### src/rtl/dallanma_denetleyici_pkg.sv
// Shared types and default constants for the branch resolution sequencer.
package dallanma_denetleyici_pkg;

   typedef enum logic {
      BOSTA  = 1'b0,
      BOSALT = 1'b1
   } durum_e;

   localparam int VARSAYILAN_DERINLIK = 4;
   localparam int VARSAYILAN_BOSALTMA = 2;
   localparam int VARSAYILAN_PS       = 32;

   function automatic int sayac_genislik(input int n);
      return (n > 1) ? $clog2(n) : 1;
   endfunction

endpackage

### src/rtl/dallanma_denetleyici_kuyruk.sv
// Predictor-update FIFO: synchronous, wrap-bit pointers, zero-latency head.
module dal_guncelle_kuyrugu
   import dallanma_denetleyici_pkg::*;
#(
   parameter int DERINLIK      = VARSAYILAN_DERINLIK,
   parameter int VERI_GENISLIK = 2 * VARSAYILAN_PS + 1
) (
   input  logic                     clk_i,
   input  logic                     rst_i,
   input  logic                     push_i,
   input  logic [VERI_GENISLIK-1:0] veri_i,
   input  logic                     pop_i,
   output logic                     dolu_o,
   output logic                     bos_o,
   output logic [VERI_GENISLIK-1:0] bas_o
);

   localparam int AW = $clog2(DERINLIK);

   logic [AW:0]              yaz_q, yaz_d;
   logic [AW:0]              oku_q, oku_d;
   logic [VERI_GENISLIK-1:0] bellek_q [DERINLIK];
   logic                     yaz_ok;
   logic                     oku_ok;

   assign bos_o  = (yaz_q == oku_q);
   assign dolu_o = (yaz_q[AW] != oku_q[AW]) &&
                   (yaz_q[AW-1:0] == oku_q[AW-1:0]);

   // A push into a full queue is only kept when a pop frees the slot.
   assign yaz_ok = push_i && (!dolu_o || pop_i);
   assign oku_ok = pop_i && !bos_o;
   assign bas_o  = bellek_q[oku_q[AW-1:0]];

   always_comb begin
      yaz_d = yaz_q;
      oku_d = oku_q;
      if (yaz_ok) yaz_d = yaz_q + 1'b1;
      if (oku_ok) oku_d = oku_q + 1'b1;
   end

   always_ff @(posedge clk_i) begin
      if (rst_i) begin
         yaz_q <= '0;
         oku_q <= '0;
      end else begin
         yaz_q <= yaz_d;
         oku_q <= oku_d;
      end
   end

   always_ff @(posedge clk_i) begin
      if (yaz_ok) bellek_q[yaz_q[AW-1:0]] <= veri_i;
   end

endmodule

### src/rtl/dallanma_denetleyici.sv
// Branch resolution sequencer: redirect, flush window, predictor-update FIFO.
// Optional DAL_SAYAC_EN adds saturating branch/mispredict counters.
module dallanma_denetleyici
   import dallanma_denetleyici_pkg::*;
#(
   parameter int KUYRUK_DERINLIK = VARSAYILAN_DERINLIK,
   parameter int BOSALTMA_CEVRIM = VARSAYILAN_BOSALTMA,
   parameter int PS_GENISLIK     = VARSAYILAN_PS
) (
   input  logic                   clk_i,
   input  logic                   rst_i,
   input  logic                   guncelle_gecerli_i,
   input  logic                   guncelle_atladi_i,
   input  logic                   dallanma_hata_i,
   input  logic [PS_GENISLIK-1:0] guncelle_ps_i,
   input  logic [PS_GENISLIK-1:0] guncelle_hedef_adresi_i,
   output logic                   yonlendir_gecerli_o,
   output logic [PS_GENISLIK-1:0] yonlendir_ps_o,
   output logic                   bosalt_o,
   output logic                   durdur_o,
   output logic                   ongorucu_gecerli_o,
   input  logic                   ongorucu_hazir_i,
   output logic [PS_GENISLIK-1:0] ongorucu_ps_o,
   output logic                   ongorucu_atladi_o,
   output logic [PS_GENISLIK-1:0] ongorucu_hedef_o,
   output logic                   tasma_o
`ifdef DAL_SAYAC_EN
   ,
   output logic [31:0]            dal_sayisi_o,
   output logic [31:0]            hata_sayisi_o
`endif
);

   localparam int SW = sayac_genislik(BOSALTMA_CEVRIM);
   localparam int VW = 2 * PS_GENISLIK + 1;

   durum_e                 durum_q, durum_d;
   logic [SW-1:0]          sayac_q, sayac_d;
   logic                   yon_gecerli_q, yon_gecerli_d;
   logic [PS_GENISLIK-1:0] yon_ps_q, yon_ps_d;
   logic                   tasma_q, tasma_d;

   logic                   kabul;
   logic                   cek;
   logic                   dolu;
   logic                   bos;
   logic [VW-1:0]          bas;

   // Inputs seen during the flush belong to wrong-path instructions.
   assign kabul = guncelle_gecerli_i && (durum_q == BOSTA);
   assign cek   = !bos && ongorucu_hazir_i;

   dal_guncelle_kuyrugu #(
      .DERINLIK      (KUYRUK_DERINLIK),
      .VERI_GENISLIK (VW)
   ) u_kuyruk (
      .clk_i  (clk_i),
      .rst_i  (rst_i),
      .push_i (kabul),
      .veri_i ({guncelle_ps_i, guncelle_atladi_i,
                guncelle_hedef_adresi_i}),
      .pop_i  (cek),
      .dolu_o (dolu),
      .bos_o  (bos),
      .bas_o  (bas)
   );

   always_comb begin
      durum_d       = durum_q;
      sayac_d       = sayac_q;
      yon_gecerli_d = 1'b0;
      yon_ps_d      = yon_ps_q;
      tasma_d       = tasma_q | (kabul && dolu && !cek);
      unique case (durum_q)
         BOSTA: begin
            if (kabul && dallanma_hata_i) begin
               durum_d       = BOSALT;
               sayac_d       = SW'(BOSALTMA_CEVRIM - 1);
               yon_gecerli_d = 1'b1;
               yon_ps_d      = guncelle_hedef_adresi_i;
            end
         end
         BOSALT: begin
            if (sayac_q == '0) durum_d = BOSTA;
            else               sayac_d = sayac_q - 1'b1;
         end
         default: durum_d = BOSTA;
      endcase
   end

   always_ff @(posedge clk_i) begin
      if (rst_i) begin
         durum_q       <= BOSTA;
         sayac_q       <= '0;
         yon_gecerli_q <= 1'b0;
         yon_ps_q      <= '0;
         tasma_q       <= 1'b0;
      end else begin
         durum_q       <= durum_d;
         sayac_q       <= sayac_d;
         yon_gecerli_q <= yon_gecerli_d;
         yon_ps_q      <= yon_ps_d;
         tasma_q       <= tasma_d;
      end
   end

   assign yonlendir_gecerli_o = yon_gecerli_q;
   assign yonlendir_ps_o      = yon_ps_q;
   assign bosalt_o            = (durum_q == BOSALT);
   assign durdur_o            = dolu || (durum_q == BOSALT);
   assign tasma_o             = tasma_q;

   // Head is masked while empty so stale storage never leaks out.
   assign ongorucu_gecerli_o = !bos;
   assign ongorucu_ps_o      = bos ? '0 : bas[VW-1 -: PS_GENISLIK];
   assign ongorucu_atladi_o  = bos ? 1'b0 : bas[PS_GENISLIK];
   assign ongorucu_hedef_o   = bos ? '0 : bas[PS_GENISLIK-1:0];

`ifdef DAL_SAYAC_EN
   logic [31:0] dal_q, dal_d;
   logic [31:0] hata_q, hata_d;

   always_comb begin
      dal_d  = dal_q;
      hata_d = hata_q;
      if (kabul && dal_q != 32'hFFFF_FFFF)
         dal_d = dal_q + 32'd1;
      if (kabul && dallanma_hata_i && hata_q != 32'hFFFF_FFFF)
         hata_d = hata_q + 32'd1;
   end

   always_ff @(posedge clk_i) begin
      if (rst_i) begin
         dal_q  <= '0;
         hata_q <= '0;
      end else begin
         dal_q  <= dal_d;
         hata_q <= hata_d;
      end
   end

   assign dal_sayisi_o  = dal_q;
   assign hata_sayisi_o = hata_q;
`endif

endmodule

### config.mk
export PLATFORM = sky130hd
export DESIGN_NAME = dallanma_denetleyici
export DESIGN_NICKNAME = d
export VERILOG_FILES = /design/src/rtl/dallanma_denetleyici_pkg.sv /design/src/rtl/dallanma_denetleyici_kuyruk.sv /design/src/rtl/dallanma_denetleyici.sv
export SDC_FILE = /design/constraint.sdc
export NUM_CORES = 1
export LEC_CHECK = 0
export BUFFER_PORTS_ARGS = -buffer_cell sky130_fd_sc_hd__buf_2
export CAP_MARGIN = 20
export CORE_ASPECT_RATIO = 1.2
export CORE_UTILIZATION = 35
export DETAILED_ROUTE_END_ITERATION = 10
export HOLD_SLACK_MARGIN = 0.06
export PLACE_DENSITY = 0.56
export SKIP_CTS_REPAIR_TIMING = 1
export SLEW_MARGIN = 20
export SYNTH_ARGS = -nofsm -noshare
export SYNTH_HDL_FRONTEND = slang
export SYNTH_SLANG_ARGS = --single-unit
### constraint.sdc
create_clock -name clk_i -period 3 [get_ports clk_i]
set_input_delay 0.15 -clock clk_i [delete_from_list [all_inputs] [get_ports clk_i]]
set_output_delay 0.15 -clock clk_i [all_outputs]
set_load 0.01 [all_outputs]
==> results of run 1 <==
-- per-stage QoR --
step / std cells / util (%) / area [sq um] / power [mW]
after global placement: 1171 / 39.89 / 12860 / 7.034
after detailed placement: 1171 / 39.89 / 12860 / 7.041
final: 1294 / 44.92 / 14490 / 10.58
after CTS: 1228 / 42.87 / 13830 / 10.68
after global routing: 1294 / 44.92 / 14490 / 11.05
after floorplan: 612 / - / 11450 / 6.218
-- cell families (layout without fill, tap and decap cells) --
logic type,Yosys count,count (layout),share of synthesized area [%]
xor+xnor,6,6,0.4590
mux,67,67,12.96
flops,304,304,75.88
buf+inv,37,312,1.442
compound gates,41,41,2.022
simple gates,152,152,6.688
fa+ha+maj,5,5,0.5464
-- synthesized netlist by cell type (2+ instances only) --
master	instances	area share (%)
mux2i_1	2	0.17
a21oi_1	35	1.5
nand2_1	66	2.2
edfxtp_1	260	68
mux4_2	65	13
xor2_1	4	0.31
nor2_1	10	0.33
clkbuf_1	14	0.46
nor2b_1	66	3.6
dfxtp_1	44	7.7
inv_1	4	0.13
buf_2	14	0.61
xnor2_1	2	0.15
and2_2	3	0.20
ha_1	5	0.55
buf_4	2	0.13
buf_1	2	0.066
-- registers in the layout, summed over array words and instances (netlist names), named ones only --
register	cells
yonlendir_ps_o	32
yonlendir_gecerli_o	1
tasma_o	1
u_kuyruk.oku_q	3
sayac_q	1
bosalt_o	1
u_kuyruk.yaz_q	3
u_kuyruk.bellek_q	260
-- path summary, 6_finish.rpt --
path	depth (start not counted)	endpoint	slack (ns)
worst min-delay path	4	tasma_o	0.15
worst max-delay path	4	ongorucu_ps_o[20]	0.43
worst min register to register	2	yonlendir_ps_o[7]	0.45
worst max register to register	4	u_kuyruk.bellek_q[0][58]	0.89
-- cell type report --
type                            instances  area (sq um)  area share [%]
Clock buffer                           50         897.1           6.192
Clock inverter                          7         65.06          0.4491
Inverter                                4         15.01          0.1036
Multi-Input combinational cell        271          2609           18.01
Sequential cell                       304          8696           60.02
Tap cell                              407         509.2           3.515
Timing Repair Buffer                  251          1697           11.71
-- power groups by stage --
stage / Sequential, mW / Combinational [mW] / Clock, mW
after floorplan: 4.95 / 1.27 / 0
after global placement: 5.02 / 2.01 / 0
after detailed placement: 5.03 / 2.01 / 0
after CTS: 4.94 / 2.02 / 3.73
after global routing: 4.96 / 2.20 / 3.89
final: 4.93 / 2.02 / 3.63
-- layer usage --
metal | wire length (um) | global-route usage, % | up-vias
li1 | - | - | 2852
met1 | 11230 | 20.27 | 3123
met2 | 12000 | 24.25 | 162
met3 | 1187 | 2.845 | 29
met4 | 318 | 3.142 | 0
met5 | 0 | 0 | -
-- worst max-delay path: stages, from the launching register on --
cell and delay, ns:
dfxtp_4 0.62, buf_4 0.38, mux4_2 0.56, nor2b_1 0.14, buf_2 0.15
==> key figures, run 1 <==
Layout
  • Fin nets: 938
  • Most frequent cells in the layout: 260 x edfxtp_1, 171 x buf_2, 66 x nor2b_1, 66 x dlygate4sd3_1
  • Diode count: 0
  • Filler cells: 2,837
  • Share of cells above drive strength 1: 34.16%
  • Commonest non-fill, non-tap cell in the layout: edfxtp_1
  • Area delta synth->final: 26.53%

Timing
  • RSZ-0062 raised after global routing: no
  • Max Freq: 0.3897 GHz
  • Period utilization: 85.55%
  • Worst relative slew slack: 33.85%
  • Final Hold Fails: 0
  • Final min period: about 2.6 ns
  • Hold_ws: 0.1521 ns
  • Worst Skew: 0.01892 ns
  • Final Slew Violations: 0
  • Setup slack after layout: 0.4336 ns
  • Setup TNS: 0 ns
  • Final Setup Violations: 0
  • Worst Tran Pin Value: 0.9923 ns

Run
  • Max Cap Viol: 0

Synth
  • Syn_nets: 687
  • Mean Syn Cell Area: approximately 19 sq um
  • Cell Area, Synth: about 11,000 sq um
  • Gate Count Post-Synth: between 600 and 700
  • Ys async rst share: 0%
  • Post-synthesis register bit count: 304
  • Seq/Total Area, Yosys: 75.88%
  • Top_reg_cell synth: edfxtp_1
  • Number of enable flip-flop cells after synthesis: 260
  • Yosys cell types: 31
  • YS warnings: 0

Floorplanning
  • Die W: about 170 um
  • Initial Utilization: 35.50%
  • Core Footprint: 32,250 sq um
  • # IOs: 172
  • Die height: 200.1 um
  • Die footprint: 33,440 sq um
  • Row cnt: 72

Place
  • Place WS: 0.8618 ns
  • Port Buffers: 171
  • Gp weighted congestion: 0.7230
  • Post-DP HPWL: 14,980 um

Min path
  • Hold Crit Class: in2reg
  • Hold path startpoint: guncelle_gecerli_i

Drt
  • Detailed Route Iter0 Violations: 413
  • Vias: 6,166
  • WL final: 24,740 um
  • Wire per inst: 19.12 um
  • Post-route ant nets: 0
  • 1st-pass router iterations: 4
  • Vias per inst: 4.765
  • # DRC: 0

Clock network
  • Worst-Skew Late Latency: ~0.55 ns
  • Clock transition at the registers of the reported paths: ~0.060 ns
  • Inserted Clock Buffers: 31
  • Max Root-Sink Buffers: 3
  • H-tree levels: 1
  • Root buffer cell: clkbuf_16
  • CTS tree: built
  • Clock sinks: about 300

GRT
  • Total grt overflow: 0
  • First-pass GRT wire length: roughly 37,000 um
  • Number of global-route vias before repair: ~6,300
  • Largest net degree at the start of global routing: 67
  • Tot GR Track Use: 14.72%
  • Initial antenna violation count: 0

Outcome
  • Run status: completed

Worst setup path
  • Worst endpoint required time: 2.85 ns
  • Setup CP Type: reg2out
  • CP Capture Type: output port
  • Reg2reg start: u_kuyruk.yaz_q[0]
  • Critical path arrival: 2.42 ns
  • Worst-path fanout max: 20
  • Crit path launch type: register

Power and ir drop
  • Power Density: approximately 730 nW/um^2
  • Combinational share of power: 19.1%
  • Cell internal pwr: 7.886 mW
  • Sw Pwr: 2.694 mW
  • Net Sw Frac: 25.46%
  • Pleak: 5.126 nW
  • Maximum vdd ir drop: 455.4 uV
  • Clock power share: between 30% and 40%
  • Seq pwr share: 46.6%
Note: power is estimated with default switching activity, not from simulation.
==> run 2: changes to the inputs <==
--- a/config.mk
+++ b/config.mk
@@ -9,6 +9,7 @@
 export CAP_MARGIN = 20
 export CORE_ASPECT_RATIO = 1.2
 export CORE_UTILIZATION = 35
+export CTS_BUF_LIST = sky130_fd_sc_hd__clkbuf_4
 export DETAILED_ROUTE_END_ITERATION = 10
 export HOLD_SLACK_MARGIN = 0.06
 export PLACE_DENSITY = 0.56
==> run 2 against run 1 <==
Net effect: total power shrank 1.4%; clock skew grew 0.018 ns; design area grew 0.35%; register-to-register slack is essentially flat; via count grew 4.9%; critical endpoint unchanged; combinational power is essentially flat; global-route usage grew 0.53 points; critical path depth is the same; sequential share of layout area shrank 0.21 points; clock power shrank 4%; cell count grew 6.4%.
==> key figures, run 2 (synthesis gave the netlist of run 1 again) <==
Outcome
  • Run status: completed

Layout
  • Filler cells: 2,886 (+1.7%)
  • Fin nets: 985 (+5.0%)
  • Area delta synth->final: 26.97%
  • Most frequent cells in the layout: 260 x edfxtp_1, 171 x buf_2, 121 x clkbuf_4
  • Share of cells above drive strength 1: 40.08% (+5.9 points)
  • Commonest non-fill, non-tap cell in the layout: edfxtp_1
  • Max FFs per register: 260 (unchanged)

Worst setup path
  • Setup CP Type: reg2out
  • CP Capture Type: output port
  • Crit path launch type: register
  • Critical path arrival: 2.54 ns (+0.12 ns)
  • Reg2reg start: u_kuyruk.yaz_q[1]
  • Reg2reg setup slack: 0.88 ns (about the same)
  • Worst-path fanout max: 20 (unchanged)
  • Worst Reg-to-Reg Cells: 4 (unchanged)
  • Reg2reg end: u_kuyruk.bellek_q[0][0]
  • Worst endpoint required time: 2.85 ns (about the same)

Power and ir drop
  • Maximum vdd ir drop: 376.9 uV (-17%)
  • Pleak: 5.268 nW (+2.8%)
  • Power Density: 717.4 nW/um^2 (-1.8%)

Drt
  • Post-route ant nets: 0 (unchanged)
  • # DRC: 0 (unchanged)
  • Vias per inst: 4.696 (-1.4%)
  • Detailed Route Iter0 Violations: 325 (-21%)
  • Wire per inst: 18.20 um (-4.8%)
  • 1st-pass router iterations: 4 (unchanged)
  • WL final: 25,070 um (+1.3%)
  • Vias: 6,467 (+4.9%)

GRT
  • Largest net degree at the start of global routing: 67 (unchanged)
  • GRT busiest layer: met2
  • Tot GR Track Use: 15.24% (+0.53 points)
  • Number of global-route vias before repair: 6,736 (+7.2%)
  • Global Route met1 Usage: 19.74% (-0.53 points)
  • First-pass GRT wire length: 38,160 um (+2.4%)
  • Total grt overflow: 0 (unchanged)
  • Initial antenna violation count: 2 (+2)
  • GRT met2 Usage: 24.55% (+0.30 points)
  • GRT met3 Usage: 4.248% (+1.4 points)

Place
  • Post-DP HPWL: 14,980 um (unchanged)
  • Place WS: 0.8618 ns (unchanged)
  • Port Buffers: 171 (unchanged)
  • Gp weighted congestion: 0.7230 (unchanged)

Min path
  • Hold Crit Class: in2reg
  • Min-Delay Path Depth: 5 (+1)
  • Hold Crit Endpoint: u_kuyruk.yaz_q[2]
  • Hold path startpoint: guncelle_gecerli_i

Timing
  • Setup slack after layout: 0.3144 ns (-0.1192 ns)
  • RSZ-0062 raised after global routing: no
  • Final Hold Fails: 0 (unchanged)
  • Max Freq: 0.3724 GHz (-4.4%)
  • Period utilization: 89.52% (+4.0 points)
  • Final Setup Violations: 0 (unchanged)
  • Final Slew Violations: 0 (unchanged)
  • Worst Tran Pin Value: 0.9660 ns (-0.02628 ns)
  • Final min period: 2.686 ns (+0.1192 ns)
  • Worst Skew: 0.03680 ns (+0.01788 ns)
  • Worst relative slew slack: 35.60% (+1.8 points)
  • Setup TNS: 0 ns (unchanged)

Clock network
  • CTS tree: built
  • Worst-Skew Late Latency: 0.68 ns (+0.13 ns)
  • H-tree levels: 3 (+2)
  • Max Root-Sink Buffers: 3 (unchanged)
  • Clock sinks: 304 (unchanged)
  • Clock transition at the registers of the reported paths: 0.06 ns (about the same)
  • Root buffer cell: clkbuf_4
  • Inserted Clock Buffers: 77 (+150%)

Floorplanning
  • Die footprint: 33,440 sq um (unchanged)
  • Die W: 167.1 um (unchanged)
  • # IOs: 172 (unchanged)
  • Die height: 200.1 um (unchanged)
  • Initial Utilization: 35.50% (unchanged)
  • Row cnt: 72 (unchanged)
  • Core Footprint: 32,250 sq um (unchanged)

Run
  • Max Cap Viol: 0 (unchanged)
==> run 2: metrics by stage <==
stage	hold slack (ns)	utilization [%]	power [mW]	cell area (sq um)	instances
global route	0.09129	45.07	10.99	14540	1376
detailed placement	0.3783	39.89	7.041	12860	1171
floorplan	0.2489	-	6.218	11450	612
global placement	0.3701	39.89	7.034	12860	1171
CTS	-0.3820	42.98	10.57	13860	1308
finish	0.09996	45.08	10.43	14540	1377
==> run 2: area by class of cell <==
type	instances	area (sq um)	share of cell area, %
clock inverter	16	88.84	0.6111
timing repair buffer	252	1707	11.74
antenna	2	5.005	0.03443
inverter	4	15.01	0.1033
sequential	304	8696	59.82
clock buffer	121	908.4	6.248
multi-input combinational	271	2609	17.94
tap	407	509.2	3.503
==> run 2: worst max-delay path by stage <==
stage                      startpoint                        to  slack [ns]  cells after the start
floorplan           u_kuyruk.yaz_q[0]   u_kuyruk.bellek_q[0][0]        0.84                      3
global placement    u_kuyruk.yaz_q[1]  u_kuyruk.bellek_q[0][44]        0.90                      4
detailed placement  u_kuyruk.yaz_q[1]  u_kuyruk.bellek_q[0][44]        0.86                      4
CTS                          register         ongorucu_ps_o[20]        0.17                      4
global route                 register         ongorucu_ps_o[20]         0.1                      4
finish                       register         ongorucu_ps_o[20]        0.31                      4
==> run 2: where the power goes <==
part	internal [mW]	leakage (nW)	switching, mW	total [mW]
Clock	1.91	0.607	1.56	3.48
Combinational	0.962	1.92	1.06	2.02
Sequential	4.80	2.74	0.125	4.93
==> run 2: critical path, stage by stage, from the launching register on <==
cell and delay [ns]:
dfxtp_4 0.62, buf_4 0.39, mux4_2 0.56, nor2b_1 0.15
buf_2 0.15
==> run 2: per-layer routing <==
layer | share of wire, % | vias up
li1 | - | 2994
met5 | 0 | -
met1 | 43 | 3218
met2 | 48 | 216
met4 | 1.5 | 0
met3 | 6.8 | 39
==> run 3: changes to the inputs <==
--- a/config.mk
+++ b/config.mk
@@ -8,11 +8,11 @@
 export BUFFER_PORTS_ARGS = -buffer_cell sky130_fd_sc_hd__buf_2
 export CAP_MARGIN = 20
 export CORE_ASPECT_RATIO = 1.2
-export CORE_UTILIZATION = 35
+export CORE_UTILIZATION = 30
 export CTS_BUF_LIST = sky130_fd_sc_hd__clkbuf_4
 export DETAILED_ROUTE_END_ITERATION = 10
 export HOLD_SLACK_MARGIN = 0.06
-export PLACE_DENSITY = 0.56
+export PLACE_DENSITY = 0.5
 export SKIP_CTS_REPAIR_TIMING = 1
 export SLEW_MARGIN = 20
 export SYNTH_ARGS = -nofsm -noshare
==> run 3 against run 2 <==
Net effect: combinational power rose by 2%; clock skew down 0.0014 ns; critical path depth stayed put; register-to-register slack hardly changed; first-iteration DRC count decreased by 6.8%; core utilization fell by 6.1 points; largest cell class unchanged; sequential share of layout area shrank 0.66 points; largest power group unchanged; sequential power about the same; maximum frequency increased by 1.7%; non-clock buffer count is 5 higher.
==> key figures, run 3 (synthesis gave the netlist of run 1 again) <==
Worst setup path
  • Critical path arrival: 2.49 ns (-0.05 ns)
  • Worst Reg-to-Reg Cells: 4 (unchanged)
  • Crit path launch type: register
  • Setup CP Type: reg2out
  • CP Capture Type: output port
  • Reg2reg setup slack: 0.87 ns (about the same)
  • Reg2reg end: u_kuyruk.bellek_q[1][41]
  • Critical path endpoint: ongorucu_hedef_o[12]
  • Worst endpoint required time: 2.85 ns (about the same)
  • Reg2reg start: u_kuyruk.yaz_q[0]
  • Worst-path fanout max: 24 (+20%)

Timing
  • Max Freq: 0.3788 GHz (+1.7%)
  • Setup TNS: 0 ns (unchanged)
  • Worst Skew: 0.03545 ns (-0.001353 ns)
  • Worst Tran Pin Value: 0.8627 ns (-0.1033 ns)
  • Final min period: 2.640 ns (-0.04585 ns)
  • Hold_ws: 0.1014 ns (+0.001407 ns)
  • Final Setup Violations: 0 (unchanged)
  • Worst relative slew slack: 42.28% (+6.7 points)
  • Period utilization: 87.99% (-1.5 points)
  • Final Slew Violations: 0 (unchanged)
  • Final Hold Fails: 0 (unchanged)
  • RSZ-0062 raised after global routing: no

Place
  • Gp weighted congestion: 0.6821 (-5.7%)
  • Post-DP HPWL: 15,320 um (+2.3%)
  • Port Buffers: 171 (unchanged)

Floorplanning
  • Die footprint: 38,950 sq um (+16%)
  • Die W: 180.3 um (+7.9%)
  • # IOs: 172 (unchanged)
  • Initial Utilization: 30.39% (-5.1 points)
  • Core Footprint: 37,670 sq um (+17%)
  • Row cnt: 78 (+8.3%)
  • Die height: 216.0 um (+7.9%)

Min path
  • Hold Crit Class: in2reg

Drt
  • Met2 WL: 12,070 um (-0.67%)
  • Detailed Route Iter0 Violations: 303 (-6.8%)
  • 1st-pass router iterations: 6 (+2)
  • Post-Route M1 WL: 11,770 um (+8.5%)
  • Vias per inst: 4.422 (-5.8%)
  • Highest routed layer: met5
  • Wire per inst: 17.60 um (-3.3%)
  • Vias: 6,430 (-0.57%)
  • WL final: 25,580 um (+2.1%)
  • # DRC: 0 (unchanged)
  • Routed wl met3: 1338 um (-21%)
  • Post-route ant nets: 0 (unchanged)

Clock network
  • Clock transition at the registers of the reported paths: 0.06 ns (about the same)
  • H-tree levels: 3 (unchanged)
  • CTS tree: built
  • Inserted Clock Buffers: 77 (unchanged)
  • Max Root-Sink Buffers: 3 (unchanged)
  • Clock sinks: 304 (unchanged)
  • Root buffer cell: clkbuf_4
  • Worst-Skew Late Latency: 0.68 ns (about the same)

Layout
  • Commonest non-fill, non-tap cell in the layout: edfxtp_1
  • Most frequent cells in the layout: 260 x edfxtp_1, 171 x buf_2, 117 x clkbuf_4
  • Share of cells above drive strength 1: 40.06% (about the same)
  • Max FFs per register: 260 (unchanged)
  • Filler cells: 3,573 (+24%)
  • Fin nets: 990 (+0.51%)
  • Area delta synth->final: 28.39%

Outcome
  • Run status: completed

Power and ir drop
  • Pleak: 5.295 nW (+0.51%)
  • Maximum vdd ir drop: 267.3 uV (-29%)
  • Power Density: 715.8 nW/um^2 (-0.22%)

GRT
  • Total grt overflow: 0 (unchanged)
  • Tot GR Track Use: 13.19% (-2.1 points)
  • First-pass GRT wire length: 38,380 um (+0.58%)
  • Largest net degree at the start of global routing: 41 (-39%)
  • Initial antenna violation count: 3 (+1)
  • Number of global-route vias before repair: 6,516 (-3.3%)

Run
  • Max Cap Viol: 0 (unchanged)
## run 3: area by class of cell
cell class                 instances  area [sq um]  share of cell area (%)
timing repair buffer             257          1772                   12.05
clock buffer                     117         878.3                   5.975
antenna                            3         7.507                 0.05107
sequential                       304          8696                   59.15
multi-input combinational        271          2609                   17.75
tap                              480         600.6                   4.085
inverter                           4         15.01                  0.1021
clock inverter                    18         122.6                  0.8341
## run 3: power breakdown
| part | total (mW) | internal, mW | leakage, nW | switching, mW |
|---|---|---|---|---|
| clock | 3.54 | 1.95 | 0.604 | 1.59 |
| sequential | 4.92 | 4.80 | 2.74 | 0.119 |
| combinational | 2.06 | 0.995 | 1.95 | 1.07 |
## run 3: layer usage
metal / vias up / track usage [%]
met1: 3203 / 17.03
li1: 3010 / -
met5: - / 0
met3: 38 / 4.117
met2: 177 / 20.80
met4: 2 / 4.900
## run 3: worst min path at each step
stage / from / to / slack (ns) / depth (start not counted)
6_report: guncelle_gecerli_i / u_kuyruk.yaz_q[2] / 0.10 / 5
5_1_grt: guncelle_gecerli_i / u_kuyruk.yaz_q[2] / 0.06 / 5
4_1_cts: guncelle_ps_i[11] / u_kuyruk.bellek_q[0][44] / -0.42 / 1
3_5_place_dp: guncelle_ps_i[11] / u_kuyruk.bellek_q[0][44] / 0.37 / 1
3_3_place_gp: guncelle_ps_i[9] / u_kuyruk.bellek_q[1][42] / 0.37 / 1
2_1_floorplan: guncelle_hedef_adresi_i[0] / u_kuyruk.bellek_q[0][0] / 0.25 / 0
## run 3: worst max-delay path, cell delays in order (launching register included)
cell,delay (ns)
dfxtp_4,0.65
buf_12,0.29
mux4_2,0.51
nor2b_1,0.18
buf_2,0.15
## run 3: per-stage QoR
step                      utilization (%)  worst slack (ns)  cells  power (mW)  cell area (sq um)
final                               39.02            0.3602   1454       10.52              14700
after global routing                39.02            0.1378   1454       11.10              14700
after CTS                           37.20            0.1775   1383       10.71              14010
after detailed placement            34.54            0.8447   1248       7.085              13010
after global placement              34.54            0.8919   1248       7.069              13010
after floorplan                         -            0.8390    612       6.218              11450
